### src/rtl/fmdll_pkg.sv
// Purpose: shared types and constants for the FMDLL cycle counter and mux-select logic.
// Latency: none (declarations only).
// Backpressure: none.
package fmdll_pkg;

  // Frame tracker state: waiting for a reference edge, or counting a frame.
  typedef enum logic {
    ACQ = 1'b0,
    RUN = 1'b1
  } state_e;

  // Default counter widths.
  localparam int N_W_DEF = 4;
  localparam int M_W_DEF = 2;

  // Width of the good-frame counter; wide enough for LOCK_CNT up to 15.
  localparam int GOOD_W = 4;

  // Mux-select encodings consumed by the downstream select logic.
  typedef logic [1:0] sel_t;
  localparam sel_t SEL_EXT  = 2'b00;
  localparam sel_t SEL_OUT  = 2'b01;
  localparam sel_t SEL_HOLD = 2'b10;

endpackage

### src/rtl/fmdll_edge_sync.sv
// Purpose: samples the reference clock as data and flags its rising edges.
// Latency: 1 cycle to ext_rise; 3 cycles when SYNC_EXT_EN adds the 2-flop synchronizer.
// Backpressure: none; ext_rise is a free-running one-cycle flag.
module fmdll_edge_sync
  import fmdll_pkg::*;
(
  input  logic clk,
  input  logic rst_n,
  input  logic ext_in,
  output logic ext_rise
);

  logic samp_q, samp_d;
  logic prev_q, prev_d;

`ifdef SYNC_EXT_EN
  logic meta_q, meta_d;
  logic sync_q, sync_d;

  // Next-state for the synchronizer chain, sample flop and previous-sample flop.
  always_comb begin
    meta_d = ext_in;
    sync_d = meta_q;
    samp_d = sync_q;
    prev_d = samp_q;
  end

  // Synchronizer, sample and history registers with synchronous reset.
  always_ff @(posedge clk) begin
    if (!rst_n) begin
      meta_q <= 1'b0;
      sync_q <= 1'b0;
      samp_q <= 1'b0;
      prev_q <= 1'b0;
    end else begin
      meta_q <= meta_d;
      sync_q <= sync_d;
      samp_q <= samp_d;
      prev_q <= prev_d;
    end
  end
`else
  // Next-state for the single sample flop and previous-sample flop.
  always_comb begin
    samp_d = ext_in;
    prev_d = samp_q;
  end

  // Sample and history registers with synchronous reset.
  always_ff @(posedge clk) begin
    if (!rst_n) begin
      samp_q <= 1'b0;
      prev_q <= 1'b0;
    end else begin
      samp_q <= samp_d;
      prev_q <= prev_d;
    end
  end
`endif

  // Rise: current sample high, previous sample low.
  assign ext_rise = samp_q & ~prev_q;

endmodule

### src/rtl/fmdll_cycle_counter.sv
// Purpose: N/M cycle indices, DIV_N/DIV_M pulses and reference-alignment lock/error status.
// Latency: ext edge to counters 1/1 is one cycle after detect; DIV_* combinational from counters; SYNC_EXT_EN adds reference synchronizer.
// Backpressure: none; all outputs are free-running status.
module fmdll_cycle_counter
  import fmdll_pkg::*;
#(
  parameter int N_W      = N_W_DEF,
  parameter int M_W      = M_W_DEF,
  parameter int LOCK_CNT = 4
) (
  input  logic           clk_out,
  input  logic           rst_n,
  input  logic           clk_ext,
  input  logic [N_W-1:0] N,
  input  logic [M_W-1:0] M,
  output logic [N_W-1:0] N_counter,
  output logic [M_W-1:0] M_counter,
  output logic           DIV_N,
  output logic           DIV_M,
  output logic           lock,
  output logic           err_early,
  output logic           err_late
);

  localparam logic [N_W-1:0]    N_ONE    = N_W'(1);
  localparam logic [M_W-1:0]    M_ONE    = M_W'(1);
  localparam logic [GOOD_W-1:0] GOOD_MAX = GOOD_W'(LOCK_CNT);

  state_e            state_q, state_d;
  logic [N_W-1:0]    n_cnt_q, n_cnt_d;
  logic [M_W-1:0]    m_cnt_q, m_cnt_d;
  logic [GOOD_W-1:0] good_q, good_d;
  logic              lock_q, lock_d;
  logic              early_q, early_d;
  logic              late_q, late_d;

  logic              ext_rise;
  logic [N_W-1:0]    n_eff;
  logic [M_W-1:0]    m_eff;
  logic              sub_end;
  logic              frame_end;

  fmdll_edge_sync u_edge_sync (
    .clk      (clk_out),
    .rst_n    (rst_n),
    .ext_in   (clk_ext),
    .ext_rise (ext_rise)
  );

  // A zero limit behaves as one; >= compares let a lowered limit wrap immediately.
  always_comb begin
    n_eff     = (N == '0) ? N_ONE : N;
    m_eff     = (M == '0) ? M_ONE : M;
    sub_end   = (state_q == RUN) && (n_cnt_q >= n_eff);
    frame_end = sub_end && (m_cnt_q >= m_eff);
  end

  // Frame tracking, alignment check and lock qualification.
  always_comb begin
    state_d = state_q;
    n_cnt_d = n_cnt_q;
    m_cnt_d = m_cnt_q;
    good_d  = good_q;
    lock_d  = lock_q | (good_q == GOOD_MAX);
    early_d = 1'b0;
    late_d  = 1'b0;

    case (state_q)
      ACQ: begin
        n_cnt_d = '0;
        m_cnt_d = '0;
        if (ext_rise) begin
          n_cnt_d = N_ONE;
          m_cnt_d = M_ONE;
          state_d = RUN;
        end
      end
      RUN: begin
        if (sub_end) begin
          n_cnt_d = N_ONE;
          m_cnt_d = (m_cnt_q >= m_eff) ? M_ONE : m_cnt_q + M_ONE;
        end else begin
          n_cnt_d = n_cnt_q + N_ONE;
        end

        if (ext_rise && frame_end) begin
          // Edge on the frame boundary: a good frame (wins over any error).
          good_d = (good_q >= GOOD_MAX) ? GOOD_MAX : good_q + GOOD_W'(1);
        end else if (ext_rise) begin
          // Edge inside the frame: re-phase on it and restart qualification.
          early_d = 1'b1;
          good_d  = '0;
          lock_d  = 1'b0;
          n_cnt_d = N_ONE;
          m_cnt_d = M_ONE;
        end else if (frame_end) begin
          // Frame closed with no edge: drop back and reacquire.
          late_d  = 1'b1;
          good_d  = '0;
          lock_d  = 1'b0;
          n_cnt_d = '0;
          m_cnt_d = '0;
          state_d = ACQ;
        end
      end
      default: begin
        state_d = ACQ;
        n_cnt_d = '0;
        m_cnt_d = '0;
        good_d  = '0;
        lock_d  = 1'b0;
      end
    endcase
  end

  // State and status registers with synchronous active-low reset.
  always_ff @(posedge clk_out) begin
    if (!rst_n) begin
      state_q <= ACQ;
      n_cnt_q <= '0;
      m_cnt_q <= '0;
      good_q  <= '0;
      lock_q  <= 1'b0;
      early_q <= 1'b0;
      late_q  <= 1'b0;
    end else begin
      state_q <= state_d;
      n_cnt_q <= n_cnt_d;
      m_cnt_q <= m_cnt_d;
      good_q  <= good_d;
      lock_q  <= lock_d;
      early_q <= early_d;
      late_q  <= late_d;
    end
  end

  assign N_counter = n_cnt_q;
  assign M_counter = m_cnt_q;
  assign DIV_N     = sub_end;
  assign DIV_M     = frame_end;
  assign lock      = lock_q;
  assign err_early = early_q;
  assign err_late  = late_q;

endmodule

### config.mk
export PLATFORM = sky130hd
export DESIGN_NAME = fmdll_cycle_counter
export DESIGN_NICKNAME = d
export VERILOG_FILES = /design/src/rtl/fmdll_pkg.sv /design/src/rtl/fmdll_edge_sync.sv /design/src/rtl/fmdll_cycle_counter.sv
export SDC_FILE = /design/constraint.sdc
export NUM_CORES = 1
export LEC_CHECK = 0
export ABC_AREA = 1
export BUFFER_PORTS_ARGS = -buffer_cell sky130_fd_sc_hd__buf_2
export CORE_MARGIN = 4
export CORE_UTILIZATION = 45
export DETAILED_ROUTE_END_ITERATION = 10
export PLACE_DENSITY = 0.71
export REMOVE_ABC_BUFFERS = 1
export SETUP_SLACK_MARGIN = 0.1
export SLEW_MARGIN = 20
export SYNTH_ARGS = -nofsm -noshare
export SYNTH_HDL_FRONTEND = slang
export SYNTH_SLANG_ARGS = --single-unit
### constraint.sdc
create_clock -name clk_out -period 1.3 [get_ports clk_out]
set_input_delay 0.065 -clock clk_out [delete_from_list [all_inputs] [get_ports clk_out]]
set_output_delay 0.065 -clock clk_out [all_outputs]
set_load 0.02 [all_outputs]
; ---- Word level (Yosys, flattened, before mapping)
; Index checks and enable logic that the tools add are counted.
[totals]
inputBits = 9
ff_bits = 16
[classes]
n_lt_le_gt_ge = 3
bitwise = 5
mux = 29
n_addsub = 3
reduce_logical = 9
n_eq_ne = 1
[ops]
columns = cell, count
row1 = 4-bit 2-to-1 mux, 9
row2 = 2-bit 2-to-1 mux, 6
row3 = 1-bit 2-to-1 mux, 11
row4 = "4-bit by 1-bit adder with 4-bit output, second input constant", 2
row5 = 4-bit one-hot mux with 2 select lines, 1
row6 = "4-bit by 3-bit equality test with 1-bit output, second input constant", 1
row7 = "4-bit by 3-bit >= comparator with 1-bit output, second input constant", 1
row8 = 4-bit >= comparator, 1
row9 = 4-bit zero test, 1
row10 = 2-bit one-hot mux with 2 select lines, 1
row11 = 4-bit OR reduction, 1
row12 = 1-bit logical AND, 3
row13 = 1-bit inverter, 3
row14 = 3-bit nonzero test, 1
row15 = 3-bit OR reduction, 1
row16 = "2-bit by 1-bit adder with 2-bit output, second input constant", 1
row17 = 2-bit >= comparator, 1
row18 = 2-bit zero test, 1
row19 = 1-bit one-hot mux with 2 select lines, 1
row20 = 2-bit AND reduction, 1
row21 = 1-bit AND, 1
row22 = 1-bit OR, 1

; ---- Logic depth before layout (Yosys ltp)
[depth]
depth_word = 9
mapped_depth = 14
mapped_depth_nobuf = 14

; ---- Hierarchy
; From an unflattened synthesis, not the netlist that was laid out.
[unflattened]
cells_unflattened = 112
area_unflattened_um2 = 853.3
[by_module_without_submodules]
columns = module, area_per_inst_um2, n_inst, cells_per_inst
row1 = fmdll_cycle_counter, 788.3, 1, 104
row2 = fmdll_edge_sync, 65.1, 1, 8

; ---- Worst setup path before layout
; OpenSTA, ideal clock, no wires.
[synth_timing]
path_type = register -> register
start = register n_cnt_q[0], in the netlist N_counter[0]
end = register good_q[0]
t_arrival_ps = 1413
path_stages_with_launch = 10
required_time_ps = 1187
setup_ps = 113
path_slack_ps = -226
n_path_buf = 0
cell_sequence = dfxtp_1 inv_1 ha_1 nand4_1 nand3_2 nand3_4 nand2_4 nand2_2 nand3_1 nand2_1
[synth_between]
elab_chain_len = 6
word_cells_on_any_way = 7
cone_classes = order compare: 1 / mux: 1 / reduce/logical: 5
[synth_lines]
columns = item, line_no
row1 = from (decl), fmdll_cycle_counter.sv:30  ; logic [N_W-1:0] n_cnt_q, n_cnt_d;
row2 = from (signal assigned), fmdll_cycle_counter.sv:128  ; n_cnt_q <= n_cnt_d;
row3 = 4-bit >= comparator *, fmdll_cycle_counter.sv:54  ; sub_end = (state_q == RUN) && (n_cnt_q >= n_eff);
row4 = 1-bit logical AND *, fmdll_cycle_counter.sv:54
row5 = 1-bit logical AND *, fmdll_cycle_counter.sv:55  ; frame_end = sub_end && (m_cnt_q >= m_eff);
row6 = 1-bit logical AND, fmdll_cycle_counter.sv:86  ; if (ext_rise && frame_end) begin
row7 = 3-bit nonzero test (no source line), --
row8 = 2-bit AND reduction (no source line), --
row9 = to (signal assigned), fmdll_cycle_counter.sv:130  ; good_q <= good_d;
row10 = to (decl), fmdll_cycle_counter.sv:32  ; logic [GOOD_W-1:0] good_q, good_d;
; Every way passes the cells marked *; elsewhere a longest branch is shown, timed or not.
; A chain may end at the register's enable or synchronous reset.

; ---- Worst setup path in the final report
[layout_timing]
start = register n_cnt_q[0], in the netlist N_counter[0]
end = output port DIV_M
[layout_between]
elab_chain_len = 3
[layout_lines]
columns = item, line_no
row1 = 4-bit >= comparator, fmdll_cycle_counter.sv:54
row2 = 1-bit logical AND, fmdll_cycle_counter.sv:54
row3 = 1-bit logical AND, fmdll_cycle_counter.sv:55
row4 = to (decl), fmdll_cycle_counter.sv:19  ; output logic DIV_M,
; Every way passes these cells.

==> impl_summary.txt <==
----------------------------------------------------
[Global routing]
  Wire length of the first global-routing pass ... 3.46 mm
  Global Route Usage Sum ... 0.173
  Pin count of the biggest net entering global routing ... 10
  Initial antenna violation count ... 0
  Vias in the first global route ... 829
  Global-route congestion overflow total ... 0

[Worst setup path]
  Cells along the critical path ... inv_2 > ha_4 > nand4_1 > nand3_4 > nand3_4 > inv_2 > buf_6
  Critical Path AT ... 1.53 ns
  Startpoint types ... flop
  Cell class contributing the biggest share of worst-path delay ... simple AND/OR/NAND/NOR gates
  Slowest library cell on the worst path ... dfxtp_2
  Number of cell instances on the worst register-to-register path ... 10
  Maximum single-stage delay on the critical path ... 0.36 ns
  Type of the setup path with the least slack ... reg2out
  Endpoint class of the critical path ... primary output
  Reg-to-reg endpoint ... lock
  Worst-path maximum fanout ... 3
  Origin of the critical flop-to-flop path ... N_counter[0]
  CP bufs+invs ... 3
  WP data required ... 1.24 ns
  Setup slack of the worst register-to-register path ... -0.28 ns

[STA]
  Relative max-transition margin ... 0.763
  Worst clock skew on the final layout ... 0.0112 ns
  Fin Hold WS ... 0.100 ns
  Number of setup violations in the final report ... 16
  Final period utilization ... 1.23
  Final TNS setup ... -3.27 ns
  Max Fclk ... 626 MHz
  Time the worst path needs with I/O delays and setup ... 1.60 ns
  Setup repair after global routing missed its margin ... true
  Crit path setup slack, layout ... -0.298 ns
  Number of slew-limit violations in the final report ... 0
  Hold Violations, Final ... 0
  Transition at the pin with the smallest max-transition slack ... 0.355 ns

[Power and ir drop]
  Power spent charging and discharging nets ... 0.271 mW
  Worst VDD drop ... 0.791 mV
  PwrDens ... 768 mW/mm^2
  Combinational power share ... 0.184
  Flop pwr share ... 0.498
  Cell leakage power ... 0.693 nW
  Clock network fraction of total power ... 0.318
  Proportion of total power due to net switching ... 0.263
  Internal power ... 0.761 mW

[Floorplanning]
  Initial Utilization ... 0.488
  Chip height ... 52.0 um
  Top-level port count ... 20
  Chip Width ... 52.0 um
  Site row count ... 15
  Core ar. ... 0.00178 mm^2
  Die area ... 0.00270 mm^2

[Detailed routing]
  Number of nets with antenna violations after detailed routing ... 0
  Total length of routed met2 wires ... 1.02 mm
  M1 WL ... 986 um
  Length of routed met3 wiring ... 124 um
  Wire length per cell after detailed routing ... 11.8 um
  DR top layer ... met4
  Vias ... 838
  Vias per std cell ... 4.63
  Total length of routed wires ... 2.14 mm
  Iteration-0 DRC count of the detailed router ... 16
  Drc violations ... 0
  TritonRoute pass-1 iters ... 4

[Cells and area]
  Final Net Count ... 175
  Layout cells sized above 1 ... 0.526
  Filler cells ... 119
  Antenna Diode Count ... 0
  Area overhead of the layout relative to synthesis ... 54.3%

[Clocking]
  Maximum buffer depth of the clock tree ... 2
  Clock slew at reported path FFs ... 0.10 ns
  Clock tree from TritonCTS ... yes
  Root buffer cell ... clkbuf_4
  Clock Sink Count ... 16
  Deepest level of the CTS H-tree ... 1
  Clk Latency, worst-skew pair ... 0.29 ns
  CTS buffer count ... 3

[Logic synthesis]
  Sequential cell area fraction in the yosys report ... 0.368
  Top-area cell type share of the netlist area ... 0.368
  EDFF count, synth ... 0
  Biggest area contributors in the synthesized netlist ... dfxtp_1 37%, ha_1 13%, inv_1 11%
  Synth warn ... 0
  Post-synthesis instance area ... 871 um^2
  FF+latch count, synth ... 16
  Top_reg_cell synth ... dfxtp_1
  Most used standard cell by instance count after synthesis ... inv_1
  Most frequent cells after synthesis ... 25 x inv_1, 20 x nand2_1, 16 x dfxtp_1
  Mean Syn Cell Area ... 7.57 um^2
  Cell taking the most area after synthesis ... dfxtp_1
  Async set-reset flop share out of synthesis ... 0
  Distinct cell type count of the synthesized netlist ... 23
  Post-synthesis cell count ... 115

[Placement]
  Number of input and output port buffers inserted ... 19
  HPWL Detailed ... 1.31 mm
  Final Wtd Congestion ... 0.776

[Worst hold path]
  Worst Hold Path Cells ... 3
  Class of the most critical hold timing path ... in2reg
  Worst-case hold path end point ... u_edge_sync.prev_d
  Hold path startpoint ... rst_n

[Status]
  Run status ... finished with violations
  Violated checks ... negative setup slack

[Job]
  Max Cap Viol ... 0

----------------------------------------------------
## flip-flops by register name (all words and copies together), names as in the netlist
| register | count |
|---|---|
| N_counter | 4 |
| good_q | 4 |
| M_counter | 2 |
| err_early | 1 |
| err_late | 1 |
| lock | 1 |
| state_q | 1 |
| u_edge_sync.prev_d | 1 |
| u_edge_sync.prev_q | 1 |
## tightest hold or removal path, stage by stage
cell     delay [ns]
buf_2          0.17
nand2_1        0.08
inv_1          0.03
## layer usage
layer / GRT usage / up-vias
li1: - / 440
met1: 0.191 / 370
met2: 0.314 / 26
met3: 0.0630 / 2
met4: 0.0306 / 0
met5: 0 / -
## logic make-up (layout without fill, tap and decap cells)
family / after synthesis / count (layout) / share of synthesized area
AO/OA/AOI/OAI: 6 / 6 / 0.0388
XOR/XNOR: 3 / 3 / 0.0302
buffers and inverters: 29 / 70 / 0.126
flip-flops: 16 / 16 / 0.368
adder cells (fa/ha/maj): 9 / 9 / 0.129
AND/OR/NAND/NOR: 52 / 52 / 0.307
## power by group through the flow
stage	Combinational [mW]	Clock, mW	Sequential, mW
after CTS	0.181	0.325	0.512
after detailed placement	0.128	0	0.521
after floorplan	0.0696	0	0.528
after global placement	0.125	0	0.521
final	0.190	0.328	0.514
after global routing	0.211	0.353	0.515
## what timing repair did
item,in CTS,in global routing
pin swaps,12,4
buffers inserted,6,2
setup endpoints to repair,16,16
gates resized for setup,35,6
hold buffers,1,0
endpoints found under the hold margin,1,0
## how the worst max path moves through the flow
stage                      start   endpoint  slack, ns  cells past startpoint
floorplan           N_counter[0]  good_q[0]      -0.23                      9
global placement            M[0]  good_q[0]      -0.16                     10
detailed placement          M[0]  good_q[0]      -0.24                     10
CTS                 N_counter[0]      DIV_M      -0.19                      7
global route        N_counter[0]      DIV_M      -0.35                      7
finish              N_counter[0]      DIV_M      -0.30                      7
## area by class of cell
type,count,area (um^2),area share
Timing Repair Buffer,38,264,0.196
Multi-Input combinational cell,70,581,0.432
Clock buffer,4,36.3,0.0270
Sequential cell,16,327,0.243
Tap cell,25,31.3,0.0233
Inverter,28,105,0.0782
## layout by cell type, fill, tap and decap left out, types with 3 or more instances in the layout
master    Yosys  final
inv_1        25     20
buf_2         1     17
buf_4         0     15
nand2_1      20     14
dfxtp_1      16     11
nand2_2       4      8
inv_2         1      6
nor2_1        6      6
dfxtp_2       0      5
nand3_1      10      5
ha_4          0      5
buf_6         0      5
nand3_2       1      4
ha_1          9      4
nand3_4       1      3
nand2_4       1      3
clkbuf_4      0      3
## metrics by stage
| stage | setup WS (ns) | instances | area (um^2) | utilization | power (mW) |
|---|---|---|---|---|---|
| floorplan | -0.226 | 114 | 866 | - | 0.598 |
| global placement | -0.162 | 168 | 1070 | 0.599 | 0.646 |
| detailed placement | -0.235 | 168 | 1070 | 0.599 | 0.650 |
| CTS | -0.194 | 179 | 1310 | 0.733 | 1.02 |
| global route | -0.346 | 181 | 1340 | 0.754 | 1.08 |
| finish | -0.298 | 181 | 1340 | 0.754 | 1.03 |
Power figures use the tool's default switching activity.
